**src/rtl/glitch_clk_sched.sv**
```systemverilog
// Glitch clock-select scheduler: arm, wait for trigger edge, delay, then emit glitch pulse bursts on clk_sel_o.
// Optional ARMED wait timeout is compiled in with `define GLITCH_SCHED_TIMEOUT_EN.
module glitch_clk_sched #(
    parameter int unsigned DLY_W   = 16,
    parameter int unsigned WID_W   = 8,
    parameter int unsigned GAP_W   = 8,
    parameter int unsigned CNT_W   = 16,
    parameter int unsigned TIMEOUT = 1000000
) (
    input  logic             clk,
    input  logic             rst,
    input  logic             arm_i,
    input  logic             abort_i,
    input  logic [DLY_W-1:0] cfg_delay,
    input  logic [WID_W-1:0] cfg_width,
    input  logic [GAP_W-1:0] cfg_gap,
    input  logic [3:0]       cfg_repeat,
    input  logic             trig_i,
    output logic             clk_sel_o,
    output logic             busy_o,
    output logic             done_o,
    output logic             timeout_o,
    output logic [CNT_W-1:0] glitch_cnt_o
);

    typedef enum logic [2:0] {
        S_IDLE,
        S_ARMED,
        S_DELAY,
        S_GLITCH,
        S_GAP,
        S_DONE
    } state_t;

    state_t             r_state;
    state_t             w_state_nxt;

    logic               r_trig_s1;
    logic               r_trig_s2;
    logic               r_trig_s3;
    logic               w_trig_edge;

    logic [DLY_W-1:0]   r_cfg_delay;
    logic [WID_W-1:0]   r_cfg_width;
    logic [GAP_W-1:0]   r_cfg_gap;
    logic [3:0]         r_remaining;

    logic [DLY_W-1:0]   r_cnt_dly;
    logic [WID_W-1:0]   r_cnt_wid;
    logic [GAP_W-1:0]   r_cnt_gap;
    logic [WID_W-1:0]   w_width_eff;
    logic [GAP_W-1:0]   w_gap_eff;

    logic               r_clk_sel;
    logic               r_busy;
    logic               r_done;
    logic [CNT_W-1:0]   r_glitch_cnt;

    logic               w_arm_accept;
    logic               w_timeout_hit;

    // Trigger synchronizer plus one extra stage for rising-edge detection
    always_ff @(posedge clk or posedge rst) begin
        if (rst) begin
            r_trig_s1 <= 1'b0;
            r_trig_s2 <= 1'b0;
            r_trig_s3 <= 1'b0;
        end else begin
            r_trig_s1 <= trig_i;
            r_trig_s2 <= r_trig_s1;
            r_trig_s3 <= r_trig_s2;
        end
    end

    assign w_trig_edge  = r_trig_s2 & ~r_trig_s3;
    assign w_arm_accept = (r_state == S_IDLE) && arm_i && !abort_i;
    assign w_width_eff  = (r_cfg_width == '0) ? WID_W'(1) : r_cfg_width;
    assign w_gap_eff    = (r_cfg_gap == '0) ? GAP_W'(1) : r_cfg_gap;

    // Next-state logic; abort overrides every other transition
    always_comb begin
        w_state_nxt = r_state;
        if (abort_i) begin
            w_state_nxt = S_IDLE;
        end else begin
            case (r_state)
                S_IDLE: begin
                    if (arm_i) w_state_nxt = S_ARMED;
                end
                S_ARMED: begin
                    if (w_trig_edge)
                        w_state_nxt = (r_cfg_delay == '0) ? S_GLITCH : S_DELAY;
                    else if (w_timeout_hit)
                        w_state_nxt = S_IDLE;
                end
                S_DELAY: begin
                    if (r_cnt_dly == DLY_W'(1)) w_state_nxt = S_GLITCH;
                end
                S_GLITCH: begin
                    if (r_cnt_wid == WID_W'(1))
                        w_state_nxt = (r_remaining == 4'd0) ? S_DONE : S_GAP;
                end
                S_GAP: begin
                    if (r_cnt_gap == GAP_W'(1)) w_state_nxt = S_GLITCH;
                end
                S_DONE:  w_state_nxt = S_IDLE;
                default: w_state_nxt = S_IDLE;
            endcase
        end
    end

    // State, registered outputs and sequence counters
    always_ff @(posedge clk or posedge rst) begin
        if (rst) begin
            r_state      <= S_IDLE;
            r_clk_sel    <= 1'b0;
            r_busy       <= 1'b0;
            r_done       <= 1'b0;
            r_glitch_cnt <= '0;
            r_cfg_delay  <= '0;
            r_cfg_width  <= '0;
            r_cfg_gap    <= '0;
            r_remaining  <= 4'd0;
            r_cnt_dly    <= '0;
            r_cnt_wid    <= '0;
            r_cnt_gap    <= '0;
        end else begin
            r_state   <= w_state_nxt;
            r_clk_sel <= (w_state_nxt == S_GLITCH);
            r_busy    <= (w_state_nxt != S_IDLE);
            r_done    <= (w_state_nxt == S_DONE);

            if (w_arm_accept) begin
                r_cfg_delay <= cfg_delay;
                r_cfg_width <= cfg_width;
                r_cfg_gap   <= cfg_gap;
                r_remaining <= cfg_repeat;
            end

            if ((w_state_nxt == S_DELAY) && (r_state != S_DELAY))
                r_cnt_dly <= r_cfg_delay;
            else if (r_state == S_DELAY)
                r_cnt_dly <= r_cnt_dly - DLY_W'(1);

            if ((w_state_nxt == S_GLITCH) && (r_state != S_GLITCH)) begin
                r_cnt_wid <= w_width_eff;
                if (r_glitch_cnt != '1)
                    r_glitch_cnt <= r_glitch_cnt + CNT_W'(1);
            end else if (r_state == S_GLITCH) begin
                r_cnt_wid <= r_cnt_wid - WID_W'(1);
            end

            if ((w_state_nxt == S_GAP) && (r_state != S_GAP)) begin
                r_cnt_gap   <= w_gap_eff;
                r_remaining <= r_remaining - 4'd1;
            end else if (r_state == S_GAP) begin
                r_cnt_gap <= r_cnt_gap - GAP_W'(1);
            end
        end
    end

`ifdef GLITCH_SCHED_TIMEOUT_EN
    localparam int unsigned TO_W = (TIMEOUT < 2) ? 1 : $clog2(TIMEOUT);

    logic [TO_W-1:0] r_wait;
    logic            r_timeout;
    logic            w_timeout_fire;

    assign w_timeout_hit  = (r_state == S_ARMED) && (r_wait == TO_W'(TIMEOUT - 1));
    assign w_timeout_fire = w_timeout_hit && !w_trig_edge && !abort_i;

    // ARMED wait counter; zero outside ARMED so each arm starts a fresh window
    always_ff @(posedge clk or posedge rst) begin
        if (rst) begin
            r_wait    <= '0;
            r_timeout <= 1'b0;
        end else begin
            if (r_state != S_ARMED)
                r_wait <= '0;
            else
                r_wait <= r_wait + TO_W'(1);

            if (w_arm_accept)
                r_timeout <= 1'b0;
            else if (w_timeout_fire)
                r_timeout <= 1'b1;
        end
    end

    assign timeout_o = r_timeout;
`else
    logic w_unused_timeout;

    assign w_timeout_hit    = 1'b0;
    assign timeout_o        = 1'b0;
    assign w_unused_timeout = (TIMEOUT == 0);
`endif

    assign clk_sel_o    = r_clk_sel;
    assign busy_o       = r_busy;
    assign done_o       = r_done;
    assign glitch_cnt_o = r_glitch_cnt;

endmodule

```
**config.mk**
```make
export PLATFORM = sky130hd
export DESIGN_NAME = glitch_clk_sched
export DESIGN_NICKNAME = d
export VERILOG_FILES = /design/src/rtl/glitch_clk_sched.sv
export SDC_FILE = /design/constraint.sdc
export NUM_CORES = 1
export LEC_CHECK = 0
export ABC_AREA = 1
export CORE_ASPECT_RATIO = 1.2
export CORE_UTILIZATION = 56
export CTS_CLUSTER_DIAMETER = 80
export CTS_CLUSTER_SIZE = 28
export DETAILED_ROUTE_END_ITERATION = 10
export PLACE_DENSITY = 0.8
export SLEW_MARGIN = 20
export SYNTH_ARGS = -nofsm -noshare
export SYNTH_HDL_FRONTEND = slang
export SYNTH_SLANG_ARGS = --single-unit
```
**constraint.sdc**
```tcl
create_clock -name clk -period 4.1 [get_ports clk]
set_clock_uncertainty 0.05 [all_clocks]
set_input_delay 0.615 -clock clk [delete_from_list [all_inputs] [get_ports clk]]
set_output_delay 0.615 -clock clk [all_outputs]
set_load 0.02 [all_outputs]
```
; ---- Word level (Yosys, flattened, before mapping)
; Index checks and enable logic that the tools add are counted.
[classes]
addsub = 5
n_eq_ne = 15
mux = 19
bitwise_logic = 2
n_reduce_logical = 17
[op_table]
columns = op, count
row1 = $mux W8, 6
row2 = $mux W16, 2
row3 = $mux W3, 6
row4 = $add A16 B1 Y16 const B, 1
row5 = $eq A16 B1 Y1 const B, 1
row6 = $eq A8 B1 Y1 const B, 2
row7 = $logic_not A16 Y1, 1
row8 = $logic_not A8 Y1, 2
row9 = $ne A16 B16 Y1 const B, 1
row10 = $sub A16 B1 Y16 const B, 1
row11 = $sub A8 B1 Y8 const B, 2
row12 = $pmux W3 S5, 1
row13 = $eq A3 B2 Y1 const B, 4
row14 = $eq A3 B3 Y1 const B, 3
row15 = $mux W4, 2
row16 = $reduce_bool A2 Y1, 4
row17 = $ne A3 B2 Y1 const B, 2
row18 = $logic_and A1 B1 Y1, 5
row19 = $logic_not A4 Y1, 1
row20 = $sub A4 B1 Y4 const B, 1
row21 = $eq A3 B1 Y1 const B, 1
row22 = $logic_not A3 Y1, 1
row23 = $ne A3 B3 Y1 const B, 1
row24 = $reduce_bool A3 Y1, 1
row25 = 5 further kinds, 6
[word_totals]
register_bits = 93
in_bits = 41
out_inout_bits = 20
wordCells = 73

; ---- Longest topological paths before layout
; Gate-level depths: netlist of run 1.
[logic_depth]
ltp_word = 8
mapped_depth = 14

; ---- Least setup slack after synthesis of run 1
; No wires, ideal clock.
[synth_timing]
path_type = register -> register
startpoint = register r_glitch_cnt[0], in the netlist glitch_cnt_o[0]
endpoint = register r_glitch_cnt[9], in the netlist glitch_cnt_o[9]
setup_time_ns = 0.121
t_arrival_ns = 1.826
setup_slack_ns = 2.103
path_stages_with_launch = 10
n_path_buf = 2
period_less_slack_ns = 1.997
path_cell_list = dfrtp_1 ha_1 nand3_1 or4_1 nor2_1 nor2_2 buf_6 buf_6 nand2_1 o21ai_2
[synth_via]
elab_chain_len = 2
elab_cells_between_ends = 3
[synth_rtl]
columns = element, line_no
row1 = from (decl), 57  ; logic [CNT_W-1:0] r_glitch_cnt;
row2 = from (signal assigned), 148  ; r_glitch_cnt <= r_glitch_cnt + CNT_W'(1);
row3 = "parallel branches: the longest is 2 deep, another holds $add A16 B1 Y16", -
; Parallel ways; which one is timed is not known.
; A chain may end at the register's enable or synchronous reset.

; ---- Worst setup path after layout of run 1
[layout_timing]
startpoint = register r_state[2]
endpoint = register r_glitch_cnt[9], in the netlist glitch_cnt_o[9]
[layout_via]
elab_chain_len = 6
elab_cells_between_ends = 16
[layout_rtl]
columns = element, line_no
row1 = from (decl), 35  ; state_t r_state;
row2 = from (signal assigned), 128  ; r_state <= w_state_nxt;
row3 = $eq A3 B3 Y1 (tied with other cells), 86  ; case (r_state)
row4 = $pmux W3 S5 (*), 86
row5 = $mux W3 (*), 83  ; if (abort_i) begin
row6 = net w_state_nxt[1], 36  ; state_t w_state_nxt;
row7 = $eq A3 B2 Y1 (*), 145  ; if ((w_state_nxt == S_GLITCH) && (r_state != S_GLITCH)) begin
row8 = $logic_and A1 B1 Y1 (*), 145
row9 = $reduce_and A2 Y1 (no line) (*), -
; The timed path passes the listed nets; every way through them passes the cells marked *.

==> summary.txt, run 1 <==
Pwr
  – Worst VDD drop: 0.3233 mV
  – Sw Pwr: around 1.3 mW
  – Cell-internal power: between 2 and 2.5 mW
  – Clk pwr share: 20.0%
  – Sw Ratio: 38.40%
  – Pwr dens: 551.8 nW/µm²
  – Leakage: between 2 and 3 nW
  – Gate power share: 35.2%
  – Reg power frac: 44.8%

STA
  – Worst Tran Pin Value: around 840 ps
  – Post-layout minimum cycle time: 3035 ps
  – Hold Vio Cnt, Final: 0
  – RSZ-0062 raised after global routing: no
  – Slew headroom: 43.62%
  – Fin crit share: approximately 74%
  – Setup TNS: 0 ps
  – Setup WS post-layout: 1065 ps
  – Final Slew Violations: 0
  – Final setup viols: 0
  – FMAX: 329.5 MHz

Yosys
  – Top-area cell type share of the netlist area: 46.35%
  – Syn Inst Count: ~670
  – Post-synth top area cell: dfrtp_1
  – Syn nets: about 710
  – Synth cell types: 33
  – Seq/Total Area, Yosys: 46.35%
  – Seq cells post-synth: 93
  – Avg Cell Area, Syn: roughly 7.6 µm²
  – Synth area leaders: dfrtp_1, nand2_1, inv_1, nand3_1, nor2_1
  – Mapped cell area: 5021 µm²
  – Ys Warns: 0

Floorplan
  – Row count: 37
  – Ports: 61
  – Area of the die: 9350 µm²
  – Die width: between 80 and 90 µm
  – Die height: 105.7 µm
  – Floorplan core area: about 8700 µm²
  – Starting density of the core: 58.00%

Routing
  – Post-DRT Antenna Nets: 0
  – Vias per cell: 5.243
  – Via count: around 4,400
  – Top sig layer: met4
  – WL/cell: 13.47 µm
  – TritonRoute pass-1 iters: 10
  – DR WL met2: approximately 6000 µm
  – Met3 WL: between 400 and 500 µm
  – Met1 Wirelength: between 4000 and 5000 µm
  – DR DRC count: 1
  – DRT iter0 DRCs: between 200 and 300
  – Total Wirelength: 11,360 µm

Clock tree
  – Clk Latency, worst-skew pair: 370 ps
  – Post-cts sizing count: 0
  – TritonCTS Sinks: 93
  – TritonCTS clock tree: built
  – CTS Buffer Depth: 2
  – # H-tree levels: 3
  – CTS Buf Count: 9
  – Clock root cell: clkbuf_8
  – Clk pin slew, worst setup/hold paths: 100 ps
  – Hold_buf cts: 0
  – Setup Buffers After CTS: 0

Placed design
  – Worst slack, placed: 1119 ps
  – Placed inst area: roughly 5700 µm²
  – Routability-driven placement congestion ratio: 0.8760
  – Detailed placement HPWL: 8172 µm
  – Placed cells: 827
  – Input/output buffers: 59

GRT
  – Initial antenna violation count: 0
  – GRT overflow: 0
  – GRT Total Usage: 26.42%
  – First-pass GRT wire length: approximately 19,000 µm
  – Largest net degree at the start of global routing: a little under 60
  – Vias in the first global route: 4,321

Outcome
  – Failing checks: DRC
  – Status: finished with violations

Finish
  – Reg area: 2327 µm²
  – Proportion of layout cells with a drive suffix above 1: approximately 5.5%
  – Final Net Count: 770
  – Multi-input combinational cell area: 2308 µm²
  – Finished Layout Cells: 843
  – Synth-to-layout area growth: 17.79%
  – Final Cell Area: 5914 µm²
  – Fill cell count: 729
  – Antenna cells: 0

Worst hold path
  – HP Class: reg -> reg
  – Hold EP: r_trig_s2
  – Min-delay src: r_trig_s1
  – WHS Path Cells: 0

Critical path
  – FF-to-FF setup slack: 1060 ps
  – Startpoint types: flip-flop
  – Worst path most repeated cell: nand2_1
  – Terminus of the critical flop-to-flop path: glitch_cnt_o[9]
  – CP max FO: 18
  – CP Capture Type: flip-flop
  – Critical-path top delay cell: nor2_2
  – Setup CP Type: reg -> reg
  – Max incr delay on CP: 610 ps
  – Depth of the worst register-to-register path: 12
  – CP arrival: 3280 ps
  – Worst path required time: 4340 ps
  – Crit-path cells: nor2_1 -> nand2_1 -> inv_1 -> nor2_1 -> nand3_1 -> nand2_1 -> clkinv_2 -> nand3_2 -> nor2_2 -> buf_4 -> nand2_1 -> o21ai_2
  – Reg2Reg Launch Point: r_state[2]

Run
  – Max cap viols: 0
-- through the flow --
| step | hold slack [ps] | total power [mW] | utilization [%] |
|---|---|---|---|
| after floorplan | 281.2 | 2.211 | - |
| after global placement | 284.8 | 2.561 | 65.86 |
| after detailed placement | 311.4 | 2.613 | 65.86 |
| after CTS | 332.4 | 3.261 | 68.30 |
| after global routing | 332.1 | 3.488 | 68.32 |
| final | 326.6 | 3.264 | 68.32 |
-- per-layer routing --
metal  vias up  GRT usage, %
li1       2195             -
met3        27         4.933
met4         0         9.332
met2       124         44.73
met5         -             0
met1      2074         33.28
-- power by group through the flow --
stage | combinational [mW] | sequential (mW) | clock (mW)
2_1_floorplan | 0.717 | 1.49 | 0
3_3_place_gp | 1.10 | 1.46 | 0
3_5_place_dp | 1.14 | 1.47 | 0
4_1_cts | 1.15 | 1.46 | 0.651
5_1_grt | 1.29 | 1.50 | 0.697
6_report | 1.15 | 1.46 | 0.653
-- critical path: cells and delay by family, from the launching register on --
family	cells	cell delay [ps]
buffers and inverters	3	810
flip-flops	1	440
AND/OR/NAND/NOR	8	1580
AO/OA/AOI/OAI	1	60
-- state kept, by name (all words and copies together), names as in the netlist --
register and cells:
busy_o 1, clk_sel_o 1, done_o 1, glitch_cnt_o 16
r_cfg_delay 16, r_cfg_gap 8, r_cfg_width 8, r_cnt_dly 16
r_cnt_gap 8, r_cnt_wid 8, r_remaining 4, r_state 3
r_trig_s1 1, r_trig_s2 1, r_trig_s3 1
-- cells in the mapped netlist (all sizes together) --
master / instances
nand2: 230
dfrtp: 93
inv: 76
nor2: 60
nand3: 53
o21ai: 50
xor2: 24
nor3: 11
clkbuf: 9
a21oi: 8
buf: 8
ha: 8
nand4: 7
xnor2: 7
nor4: 6
o211ai: 5
or2: 4
clkinv: 1
conb: 1
nand3b: 1
nor3b: 1
o31ai: 1
or4: 1
-- worst max path at each step --
stage,cells past startpoint,slack (ps),start,endpoint
global route,12,720,r_state[2],glitch_cnt_o[14]
finish,12,1060,r_state[2],glitch_cnt_o[9]
global placement,9,1230,arm_i,glitch_cnt_o[11]
floorplan,1,1010,rst,busy_o
CTS,12,1090,r_state[2],glitch_cnt_o[9]
detailed placement,11,1120,r_state[2],glitch_cnt_o[10]
-- layout by cell type, fill, tap and decap left out, types with 2 or more instances in the layout --
cell,instances
buf_4,2
nor4_1,6
or2_2,4
ha_1,8
nand3_1,51
nand3_2,2
xnor2_1,7
a21oi_1,7
nor3_1,10
clkinv_2,2
dfrtp_1,93
nand2_1,230
clkdlybuf4s50_1,59
o21ai_1,5
o21ai_2,6
inv_2,2
nand4_1,7
xor2_1,24
inv_4,2
o21ai_0,39
nor2_1,57
inv_1,72
clkbuf_8,12
nor2_2,2
o211ai_1,5
-- cell type report --
| class | count | area share (%) |
|---|---|---|
| Inverter | 77 | 4.993 |
| Tap cell | 117 | 2.475 |
| Timing Repair Buffer | 62 | 10.58 |
| Clock inverter | 3 | 0.7193 |
| Sequential cell | 93 | 39.35 |
| Multi-Input combinational cell | 478 | 39.03 |
| Clock buffer | 13 | 2.856 |
-- kinds of logic after synthesis --
logic type | Yosys count | share of synthesized area (%)
fa+ha+maj | 8 | 1.994
buf+inv | 94 | 7.824
compound gates | 64 | 7.202
xor+xnor | 31 | 5.407
other cells | 1 | 0.07469
flops | 93 | 46.35
simple gates | 374 | 31.15
Power figures use the tool's default switching activity.
==> run 2: changes to the inputs <==
--- a/config.mk
+++ b/config.mk
@@ -7,11 +7,11 @@
 export LEC_CHECK = 0
 export ABC_AREA = 1
 export CORE_ASPECT_RATIO = 1.2
-export CORE_UTILIZATION = 56
+export CORE_UTILIZATION = 51
 export CTS_CLUSTER_DIAMETER = 80
 export CTS_CLUSTER_SIZE = 28
 export DETAILED_ROUTE_END_ITERATION = 10
-export PLACE_DENSITY = 0.8
+export PLACE_DENSITY = 0.77
 export SLEW_MARGIN = 20
 export SYNTH_ARGS = -nofsm -noshare
 export SYNTH_HDL_FRONTEND = slang
==> constraint.sdc (replaced) <==
create_clock -name clk -period 2.6 [get_ports clk]
set_clock_uncertainty 0.05 [all_clocks]
set_input_delay 0.39 -clock clk [delete_from_list [all_inputs] [get_ports clk]]
set_output_delay 0.39 -clock clk [all_outputs]
set_load 0.02 [all_outputs]
==> run 2 against run 1 <==
The run now ends clean. Largest cell class unchanged. Via count decreased by 0.68%. Fmax increased by 38%. Wire length fell by 1.9%.
==> summary.txt, run 2 (synthesis gave the netlist of run 1 again) <==
STA
  – Final Slew Violations: 0
  – Fin crit share: 84.60%
  – Setup WS post-layout: between 400 and 500 ps
  – Hold Vio Cnt, Final: 0
  – Setup TNS: 0 ps
  – RSZ-0062 raised after global routing: no
  – Slew headroom: 49.24%
  – Worst Tran Pin Value: 760.5 ps
  – Final setup viols: 0
  – Post-layout minimum cycle time: 2200 ps
  – FMAX: approximately 450 MHz

Pwr
  – Leakage: 2.977 nW
  – Pwr dens: roughly 920 nW/µm²
  – Worst VDD drop: 0.5591 mV

Placed design
  – Placed inst area: 5769 µm²
  – Routability-driven placement congestion ratio: 0.9134
  – Detailed placement HPWL: 7977 µm
  – Worst slack, placed: 403.8 ps
  – Input/output buffers: 59

Routing
  – Via count: about 4,400
  – DR DRC count: 0
  – Vias per cell: 5.141
  – WL/cell: 13.05 µm
  – Total Wirelength: 11,140 µm
  – Post-DRT Antenna Nets: 0
  – DRT iter0 DRCs: between 200 and 250
  – TritonRoute pass-1 iters: 4

Clock tree
  – TritonCTS clock tree: built
  – CTS Buf Count: 9
  – TritonCTS Sinks: 93
  – Clock root cell: clkbuf_16
  – Hold_buf cts: 0
  – Clk pin slew, worst setup/hold paths: approximately 60 ps
  – CTS Buffer Depth: 2
  – Clk Latency, worst-skew pair: 330 ps
  – Setup Buffers After CTS: 0
  – Post-cts sizing count: 0
  – # H-tree levels: 3

Floorplan
  – Floorplan core area: 9564 µm²
  – Row count: 39
  – Die height: around 110 µm
  – Die width: 92.58 µm
  – Starting density of the core: 52.50%
  – Ports: 61
  – Area of the die: roughly 10,000 µm²

Critical path
  – Max incr delay on CP: 450 ps
  – Depth of the worst register-to-register path: 9
  – CP arrival: 2360 ps
  – CP max FO: 10
  – Worst path required time: around 2800 ps
  – CP Capture Type: flip-flop
  – Critical-path top delay cell: nor3_4
  – Startpoint types: flip-flop
  – Setup CP Type: reg -> reg
  – FF-to-FF setup slack: 400 ps
  – Worst path most repeated cell: nand2_1
  – Crit-path cells: inv_2 -> nor3_4 -> nand2_1 -> a21oi_2 -> nand3_1 -> nand2_1 -> inv_1 -> nand2_1 -> nand3_1

GRT
  – Initial antenna violation count: 0
  – GRT Total Usage: approximately a quarter
  – Vias in the first global route: 4,340
  – First-pass GRT wire length: 19,350 µm
  – GRT overflow: 0
  – GR met1 Demand/Resource: about 29%
  – Largest net degree at the start of global routing: 54
  – GR Layer Usage met3: between 3 and 4%
  – Gr busiest metal: met2
  – Met2 track demand over resource: approximately 40%

Finish
  – Commonest cells after routing, fill and taps aside: nand2_1, dfrtp_1, inv_1
  – Synth-to-layout area growth: 21.83%
  – Final Cell Area: 6117 µm²
  – Fill cell count: 839
  – Final Core Density: 63.96%
  – Final Net Count: 776
  – Antenna cells: 0
  – Most common cell after layout, fill and taps aside: nand2_1
  – Proportion of layout cells with a drive suffix above 1: 6.293%

Worst hold path
  – WHS Path Cells: 0
  – HP Class: reg -> reg

Outcome
  – Status: complete, no violations

Run
  – Max cap viols: 0
## run 2: cell type report
class / instances / area [µm²] / area share (%)
Tap cell: 123 / 153.9 / 2.516
Clock buffer: 11 / 252.7 / 4.132
Inverter: 77 / 296.5 / 4.848
Multi-Input combinational cell: 478 / 2308 / 37.74
Timing Repair Buffer: 68 / 683.2 / 11.17
Clock inverter: 4 / 95.09 / 1.555
Sequential cell: 93 / 2327 / 38.04
## run 2: final timing paths
check / start / to
min: r_trig_s1 / r_trig_s2
max: r_state[0] / r_cnt_gap[1]
min reg2reg: r_trig_s1 / r_trig_s2
max in group asynchronous: rst / r_cnt_gap[7]
max reg2reg: r_state[0] / r_cnt_gap[1]
min in group asynchronous: rst / r_cfg_delay[3]
## run 2: where the power goes
part | internal [mW] | total, mW | leakage [nW] | switching [mW]
Sequential | 1.88 | 2.31 | 1.14 | 0.438
Combinational | 0.780 | 1.80 | 1.67 | 1.02
Clock | 0.985 | 1.50 | 0.172 | 0.519
## run 2: worst max-delay path, delay by kind of cell, from the launching register on
family	cells	cell delay, ps
and+or+nand+nor	6	1190
DFF	1	400
AOI/OAI and AO/OA	1	230
buffers and inverters	2	210
## run 2: routing by layer
layer,up-vias,part of all wire [%]
met4,0,2.1
met3,17,3.4
met2,103,51
met5,-,0
met1,2065,44
li1,2205,-
## run 2: per-stage QoR
step	power [mW]	hold WS, ps	std cells
after floorplan	3.486	281.2	665
after global routing	5.997	314.1	854
after CTS	5.654	304.2	854
after detailed placement	4.112	290.4	839
final	5.622	300.5	854
after global placement	4.052	284.3	839
